[config.mk]
export PLATFORM = sky130hd
export DESIGN_NAME = gemm_stream_engine
export DESIGN_NICKNAME = d
export VERILOG_FILES = /design/src/rtl/gemm_stream_engine.sv
export SDC_FILE = /design/constraint.sdc
export NUM_CORES = 2
export LEC_CHECK = 0
export ABC_CLOCK_PERIOD_IN_PS = 12700
export BUFFER_PORTS_ARGS = -buffer_cell sky130_fd_sc_hd__buf_2
export CORE_ASPECT_RATIO = 0.7
export CORE_MARGIN = 4
export CORE_UTILIZATION = 50
export CTS_CLUSTER_SIZE = 28
export DETAILED_ROUTE_END_ITERATION = 10
export PLACE_DENSITY = 0.64
export SLEW_MARGIN = 10
export SYNTH_ARGS = -nofsm -noshare
export SYNTH_HDL_FRONTEND = slang
export SYNTH_SLANG_ARGS = --single-unit
[constraint.sdc]
create_clock -name clk -period 12.7 [get_ports clk]
set_input_delay 1.27 -clock clk [delete_from_list [all_inputs] [get_ports clk]]
set_output_delay 1.27 -clock clk [all_outputs]
set_load 0.005 [all_outputs]
[src/rtl/gemm_stream_engine.sv]
// Weight-stationary ROWS x COLS systolic GEMM: res[i] = sum_j act[j]*W[j][i], one vector per cycle.
// Latency: vector accepted in cycle t -> res_valid in cycle t+ROWS+COLS (+1 per stalled cycle).
// Backpressure: res_valid && !res_ready freezes the whole pipeline; act_ready drops, result holds.
//
// Ports: clk/reset (sync, active-high); w_valid/w_ready/w_row load weight rows 0..ROWS-1 in order;
// act_valid/act_ready/act_in feed activation vectors; res_valid/res_ready/res_out return results;
// weights_loaded = full matrix resident; busy = any vector in flight or result pending.
// Optional: define GEMM_SATURATE_EN to clamp each PE adder at 2^ACC_WIDTH-1 instead of wrapping.
module gemm_stream_engine #(
    parameter int ROWS       = 4,
    parameter int COLS       = 4,
    parameter int DATA_WIDTH = 8,
    parameter int ACC_WIDTH  = 16
) (
    input  logic                        clk,
    input  logic                        reset,
    input  logic                        w_valid,
    output logic                        w_ready,
    input  logic [COLS*DATA_WIDTH-1:0]  w_row,
    input  logic                        act_valid,
    output logic                        act_ready,
    input  logic [ROWS*DATA_WIDTH-1:0]  act_in,
    output logic                        res_valid,
    input  logic                        res_ready,
    output logic [COLS*ACC_WIDTH-1:0]   res_out,
    output logic                        weights_loaded,
    output logic                        busy
);
    localparam int PW    = 2 * DATA_WIDTH;
    localparam int RW    = (ROWS > 1) ? $clog2(ROWS) : 1;
    localparam int DEPTH = ROWS + COLS;
    localparam int FW    = $clog2(DEPTH + 1);
    localparam int VW    = DEPTH - 1;

    typedef enum logic [1:0] {EMPTY, LOADING, READY} state_t;

    state_t                state;
    logic [RW-1:0]         row_cnt;
    logic [RW-1:0]         w_idx;
    logic [FW-1:0]         in_flight;
    logic                  advance;
    logic                  act_fire;
    logic                  w_fire;
    logic                  res_fire;
    logic [VW-1:0]         vld_sr;
    logic [DATA_WIDTH-1:0] w_mem  [ROWS][COLS];
    logic [DATA_WIDTH-1:0] a_left [ROWS][COLS];  // activation entering each PE
    logic [DATA_WIDTH-1:0] h      [ROWS][COLS];  // activation passed to the right
    logic [ACC_WIDTH-1:0]  p_up   [ROWS][COLS];  // partial sum entering from above
    logic [ACC_WIDTH-1:0]  p      [ROWS][COLS];
    logic [ACC_WIDTH-1:0]  col_out [COLS];

    function automatic logic [ACC_WIDTH-1:0] mac(input logic [ACC_WIDTH-1:0]  acc,
                                                 input logic [DATA_WIDTH-1:0] a,
                                                 input logic [DATA_WIDTH-1:0] w);
        logic [PW-1:0] prod;
        prod = a * w;
`ifdef GEMM_SATURATE_EN
        begin
            localparam int SW = ((ACC_WIDTH > PW) ? ACC_WIDTH : PW) + 1;
            logic [SW-1:0] sum;
            sum = SW'(acc) + SW'(prod);
            mac = (sum > SW'({ACC_WIDTH{1'b1}})) ? '1 : sum[ACC_WIDTH-1:0];
        end
`else
        mac = acc + ACC_WIDTH'(prod);
`endif
    endfunction

    assign advance   = !(res_valid && !res_ready);
    assign act_ready = (state == READY) && advance;
    // A reload only starts on a drained pipeline and yields to a waiting activation.
    assign w_ready   = (state != READY) || (in_flight == '0 && !res_valid && !act_valid);
    assign act_fire  = act_valid && act_ready;
    assign w_fire    = w_valid && w_ready;
    assign res_fire  = res_valid && res_ready;
    assign busy      = (in_flight != '0);
    // A beat seen outside LOADING always starts a fresh matrix at row 0.
    assign w_idx     = (state == LOADING) ? row_cnt : '0;

    always_ff @(posedge clk) begin
        if (reset) begin
            state          <= EMPTY;
            row_cnt        <= '0;
            weights_loaded <= 1'b0;
            for (int j = 0; j < ROWS; j++)
                for (int i = 0; i < COLS; i++)
                    w_mem[j][i] <= '0;
        end else if (w_fire) begin
            for (int j = 0; j < ROWS; j++)
                if (w_idx == RW'(j))
                    for (int i = 0; i < COLS; i++)
                        w_mem[j][i] <= w_row[i*DATA_WIDTH +: DATA_WIDTH];
            if (w_idx == RW'(ROWS - 1)) begin
                state          <= READY;
                row_cnt        <= '0;
                weights_loaded <= 1'b1;
            end else begin
                state          <= LOADING;
                row_cnt        <= w_idx + RW'(1);
                weights_loaded <= 1'b0;
            end
        end
    end

    always_ff @(posedge clk) begin
        if (reset)
            in_flight <= '0;
        else if (act_fire && !res_fire)
            in_flight <= in_flight + FW'(1);
        else if (!act_fire && res_fire)
            in_flight <= in_flight - FW'(1);
    end

    // Row j sees its activation j cycles late so PE(j,i) works on a vector at step j+i.
    for (genvar j = 0; j < ROWS; j++) begin : g_row
        if (j == 0) begin : g_noskew
            assign a_left[0][0] = act_in[DATA_WIDTH-1:0];
        end else begin : g_skew
            logic [DATA_WIDTH-1:0] sk [j];
            always_ff @(posedge clk) begin
                if (reset) begin
                    for (int k = 0; k < j; k++) sk[k] <= '0;
                end else if (advance) begin
                    sk[0] <= act_in[j*DATA_WIDTH +: DATA_WIDTH];
                    for (int k = 1; k < j; k++) sk[k] <= sk[k-1];
                end
            end
            assign a_left[j][0] = sk[j-1];
        end
        for (genvar i = 1; i < COLS; i++) begin : g_h
            assign a_left[j][i] = h[j][i-1];
        end
        for (genvar i = 0; i < COLS; i++) begin : g_pup
            if (j == 0) begin : g_top
                assign p_up[0][i] = '0;
            end else begin : g_mid
                assign p_up[j][i] = p[j-1][i];
            end
        end
    end

    always_ff @(posedge clk) begin
        if (reset) begin
            for (int j = 0; j < ROWS; j++)
                for (int i = 0; i < COLS; i++) begin
                    h[j][i] <= '0;
                    p[j][i] <= '0;
                end
        end else if (advance) begin
            for (int j = 0; j < ROWS; j++)
                for (int i = 0; i < COLS; i++) begin
                    h[j][i] <= a_left[j][i];
                    p[j][i] <= mac(p_up[j][i], a_left[j][i], w_mem[j][i]);
                end
        end
    end

    // Column i finishes at step ROWS-1+i; delay the early columns so all line up.
    for (genvar i = 0; i < COLS; i++) begin : g_col
        localparam int L = COLS - 1 - i;
        if (L == 0) begin : g_nodsk
            assign col_out[i] = p[ROWS-1][i];
        end else begin : g_dsk
            logic [ACC_WIDTH-1:0] dq [L];
            always_ff @(posedge clk) begin
                if (reset) begin
                    for (int k = 0; k < L; k++) dq[k] <= '0;
                end else if (advance) begin
                    dq[0] <= p[ROWS-1][i];
                    for (int k = 1; k < L; k++) dq[k] <= dq[k-1];
                end
            end
            assign col_out[i] = dq[L-1];
        end
    end

    always_ff @(posedge clk) begin
        if (reset) begin
            vld_sr    <= '0;
            res_valid <= 1'b0;
            res_out   <= '0;
        end else if (advance) begin
            vld_sr[0] <= act_fire;
            for (int k = 1; k < VW; k++) vld_sr[k] <= vld_sr[k-1];
            res_valid <= vld_sr[VW-1];
            if (vld_sr[VW-1])
                for (int i = 0; i < COLS; i++)
                    res_out[i*ACC_WIDTH +: ACC_WIDTH] <= col_out[i];
        end
    end
endmodule

==> results by group <==
Job
  – Max-cap violations: 0

Cells and area
  – Finished Layout Cells: 8131
  – Most frequent cells in the layout: inv_1, and2_1, fa_1
  – Area Growth Syn to Fin: 7.45%
  – Commonest non-fill, non-tap cell in the layout: inv_1
  – Final #Nets: 7781
  – FILL cells: about 11000
  – Share of cells above drive strength 1: under 10%

Pwr
  – Net Sw Power: 0.00189 W
  – Clk pwr share: 35.0%
  – Reg power frac: about 44%
  – PD cells: about 93 nW/um2
  – Total Power: between 0.006 and 0.007 W
  – Max VDD drop: 0.0807 mV
  – Lkg Pwr: between 30 and 40 nW
  – Switch share: 29.7%
  – Combinational Power Share: around a fifth
  – Internal: around 0.0045 W

Worst hold path
  – HP Start: res_out[25]
  – WHS Path Cells: 2
  – Min-Delay Path Class: reg2reg
  – Endpoint of the worst hold path: res_out[25]

STA
  – Fin. Hold Viols: 0
  – Final clock period utilization by the worst path: roughly 38%
  – Post-route setup TNS: 0 ps
  – Least-Margin Pin Slew: 1120 ps
  – Post-route minimum period: approximately 4900 ps
  – Slew Viols, Final: 0
  – Worst clock skew: approximately 17 ps
  – RSZ-0062 raised after global routing: false
  – Slew HR: between 20% and 30%
  – FMAX: 205 MHz
  – Final setup fails: 0

GRT
  – Vias in the first global route: around 41000
  – Antenna violations before repair: 17
  – Total Routing Usage GR: 20.5%
  – Largest net degree at the start of global routing: 125
  – GRT overflow: 0
  – First-pass GRT wire length: about 220 mm

Routing
  – Antenna Violating Nets Remaining: 0
  – Average wire per standard cell: 16.3 um
  – Total Wirelength: between 100 and 150 mm
  – Initial DRC Count: around 2400
  – Vias/cell: 4.95
  – Vias: ~40000
  – DR pass1 iterations: 5
  – Number of remaining DRC errors: 0

Placement
  – Post-DP HPWL: just over 100 mm
  – GP Congestion: between 0.8 and 0.9
  – Placed insts: ~8000
  – # port buffers: 137

Worst setup path
  – Cell Chain, Critical Path: buf_2, and2_1, fa_1, inv_1, fa_1, inv_1, fa_1, inv_1, fa_1, inv_1, ha_1, o21a_1, o31a_1, o31ai_1, o21ai_0, nand4_1, a21oi_1
  – Worst r2r src: w_mem[0][27]
  – Crit path capture type: flip-flop
  – Flop2flop setup slack: 7950 ps
  – Crit-path max cell delay: about 540 ps
  – Worst path slowest cell: fa_1
  – CP Data Arrival Time: 5280 ps
  – CP top delay family: adder cells
  – Critical path startpoint category: input port
  – Buf+Inv Stages, Crit Path: 5
  – Peak fanout along the critical path: 9
  – Critical path class: in2reg
  – CP Data Required Time: 13090 ps
  – Worst R2R Path Depth: 16
  – Reg2reg end: p[0][63]

Floorplanning
  – Die Area: approximately 130000 um2
  – Initial Util: between 50% and 60%
  – Core Box Area: approximately 130000 um2
  – # rows: approximately 110
  – Die Y-Extent: 307 um
  – IO Pins: ~140
  – Die width: 435 um

Logic synthesis
  – Syn nets: 7695
  – Post-synth top area share: between 20% and 30%
  – Cell taking the most area after synthesis: edfxtp_1
  – Seq/Total Area, Yosys: 31.9%
  – Synth unique cells: 63
  – Fraction of registers with async set/reset: 0%
  – Synth area leaders: edfxtp_1, fa_1, ha_1
  – Post-synth EDFFs: 624
  – Synth warn: 0
  – Synth Register Bits: roughly 700
  – Cell area after synthesis: ~64000 um2
  – Post-synthesis cell count: approximately 6300
  – Prevailing post-synth register cell: edfxtp_1
  – Avg Cell Area, Syn: approximately 10 um2

Clock network
  – Post_cts resized: 0
  – TritonCTS Buffers: 76
  – Post-CTS Setup Repair Bufs: 0
  – Skew-Pair Late Insertion Delay: ~690 ps
  – Max Buffers Root-to-Sink: 3
  – Reg clk slew, reported paths: 60 ps
  – CTS tree: yes
  – H-tree Lvls: 3
  – Hold buffers post-CTS: 0
  – CTS Root Cell: clkbuf_16
  – Clk sink count: 704

Run status
  – Status: complete, no violations
==> cell families after synthesis <==
| group | Yosys count | synth area share, % |
|---|---|---|
| and+or+nand+nor | 2051 | 16.8 |
| muxes | 23 | 0.361 |
| DFF | 704 | 31.9 |
| xor gates and xnor gates | 121 | 1.66 |
| buffers and inverters | 1528 | 9.15 |
| AOI/OAI and AO/OA | 567 | 5.64 |
| adders and majority gates | 1316 | 34.6 |
==> power by group through the flow <==
stage          sequential (W)  clock, W  combinational [W]
3_5_place_dp          0.00285         0            0.00133
4_1_cts               0.00280   0.00229            0.00135
3_3_place_gp          0.00285         0            0.00131
5_1_grt               0.00282   0.00239            0.00157
6_report              0.00280   0.00223            0.00134
2_1_floorplan         0.00278         0            0.00104
==> registers in the layout (all words and copies together), names as in the netlist <==
signal / flops
g_col.g_dsk.dq: 96
vld_sr: 7
h: 96
res_out: 64
in_flight: 4
state: 1
g_row.g_skew.sk: 48
p: 256
row_cnt: 2
res_valid: 1
weights_loaded: 1
w_mem: 128
==> cell type report <==
cell class	instances	area (um2)	share of cell area (%)
Multi-Input combinational cell	4078	37700	54.9
Sequential cell	704	20300	29.7
Inverter	1381	5190	7.57
Tap cell	1665	2080	3.04
Clock buffer	94	2020	2.95
Timing Repair Buffer	155	823	1.20
Clock inverter	44	424	0.618
Antenna cell	10	25.0	0.0365
==> per-layer routing <==
| metal | track usage, % | wire length, um |
|---|---|---|
| met1 | 32.0 | 69700 |
| met2 | 29.4 | 53100 |
| met3 | 4.17 | 7260 |
| met4 | 4.64 | 2570 |
| met5 | 0 | 27 |
==> Yosys cell counts, types with 80 or more instances <==
master       n
a21oi_1    179
and2_1     925
clkbuf_1   130
dfxtp_1     80
edfxtp_1   624
fa_1       745
ha_1       571
inv_1     1381
nand2_1    638
nor2_1     200
o21ai_0    118
xnor2_1     81
==> per-stage QoR <==
stage	setup slack, ps	instance area [um2]	hold slack (ps)	util, %
finish	7820	68600	451	54.2
global route	7590	68600	466	54.2
CTS	7880	68600	455	54.2
detailed placement	7140	66100	444	52.2
global placement	7140	66100	441	52.2
floorplan	604	63800	425	-
==> tightest hold or removal path, cell delays in order, from the launching register on <==
cell     delay, ps
dfxtp_1        300
nand2_1         50
a21oi_1         50
==> how the worst max path moves through the flow <==
| stage | startpoint | to | slack, ps | depth (start not counted) |
|---|---|---|---|---|
| 2_1_floorplan | reset | g_col[0].g_dsk.dq[0][0] | 600 | 3 |
| 3_3_place_gp | act_in[5] | p[0][61] | 7140 | 17 |
| 3_5_place_dp | act_in[5] | p[0][63] | 7140 | 17 |
| 4_1_cts | act_in[5] | p[0][63] | 7880 | 17 |
| 5_1_grt | act_in[5] | p[0][61] | 7590 | 17 |
| 6_report | act_in[5] | p[0][63] | 7820 | 17 |
No activity file was read; power rests on OpenSTA's default activity.
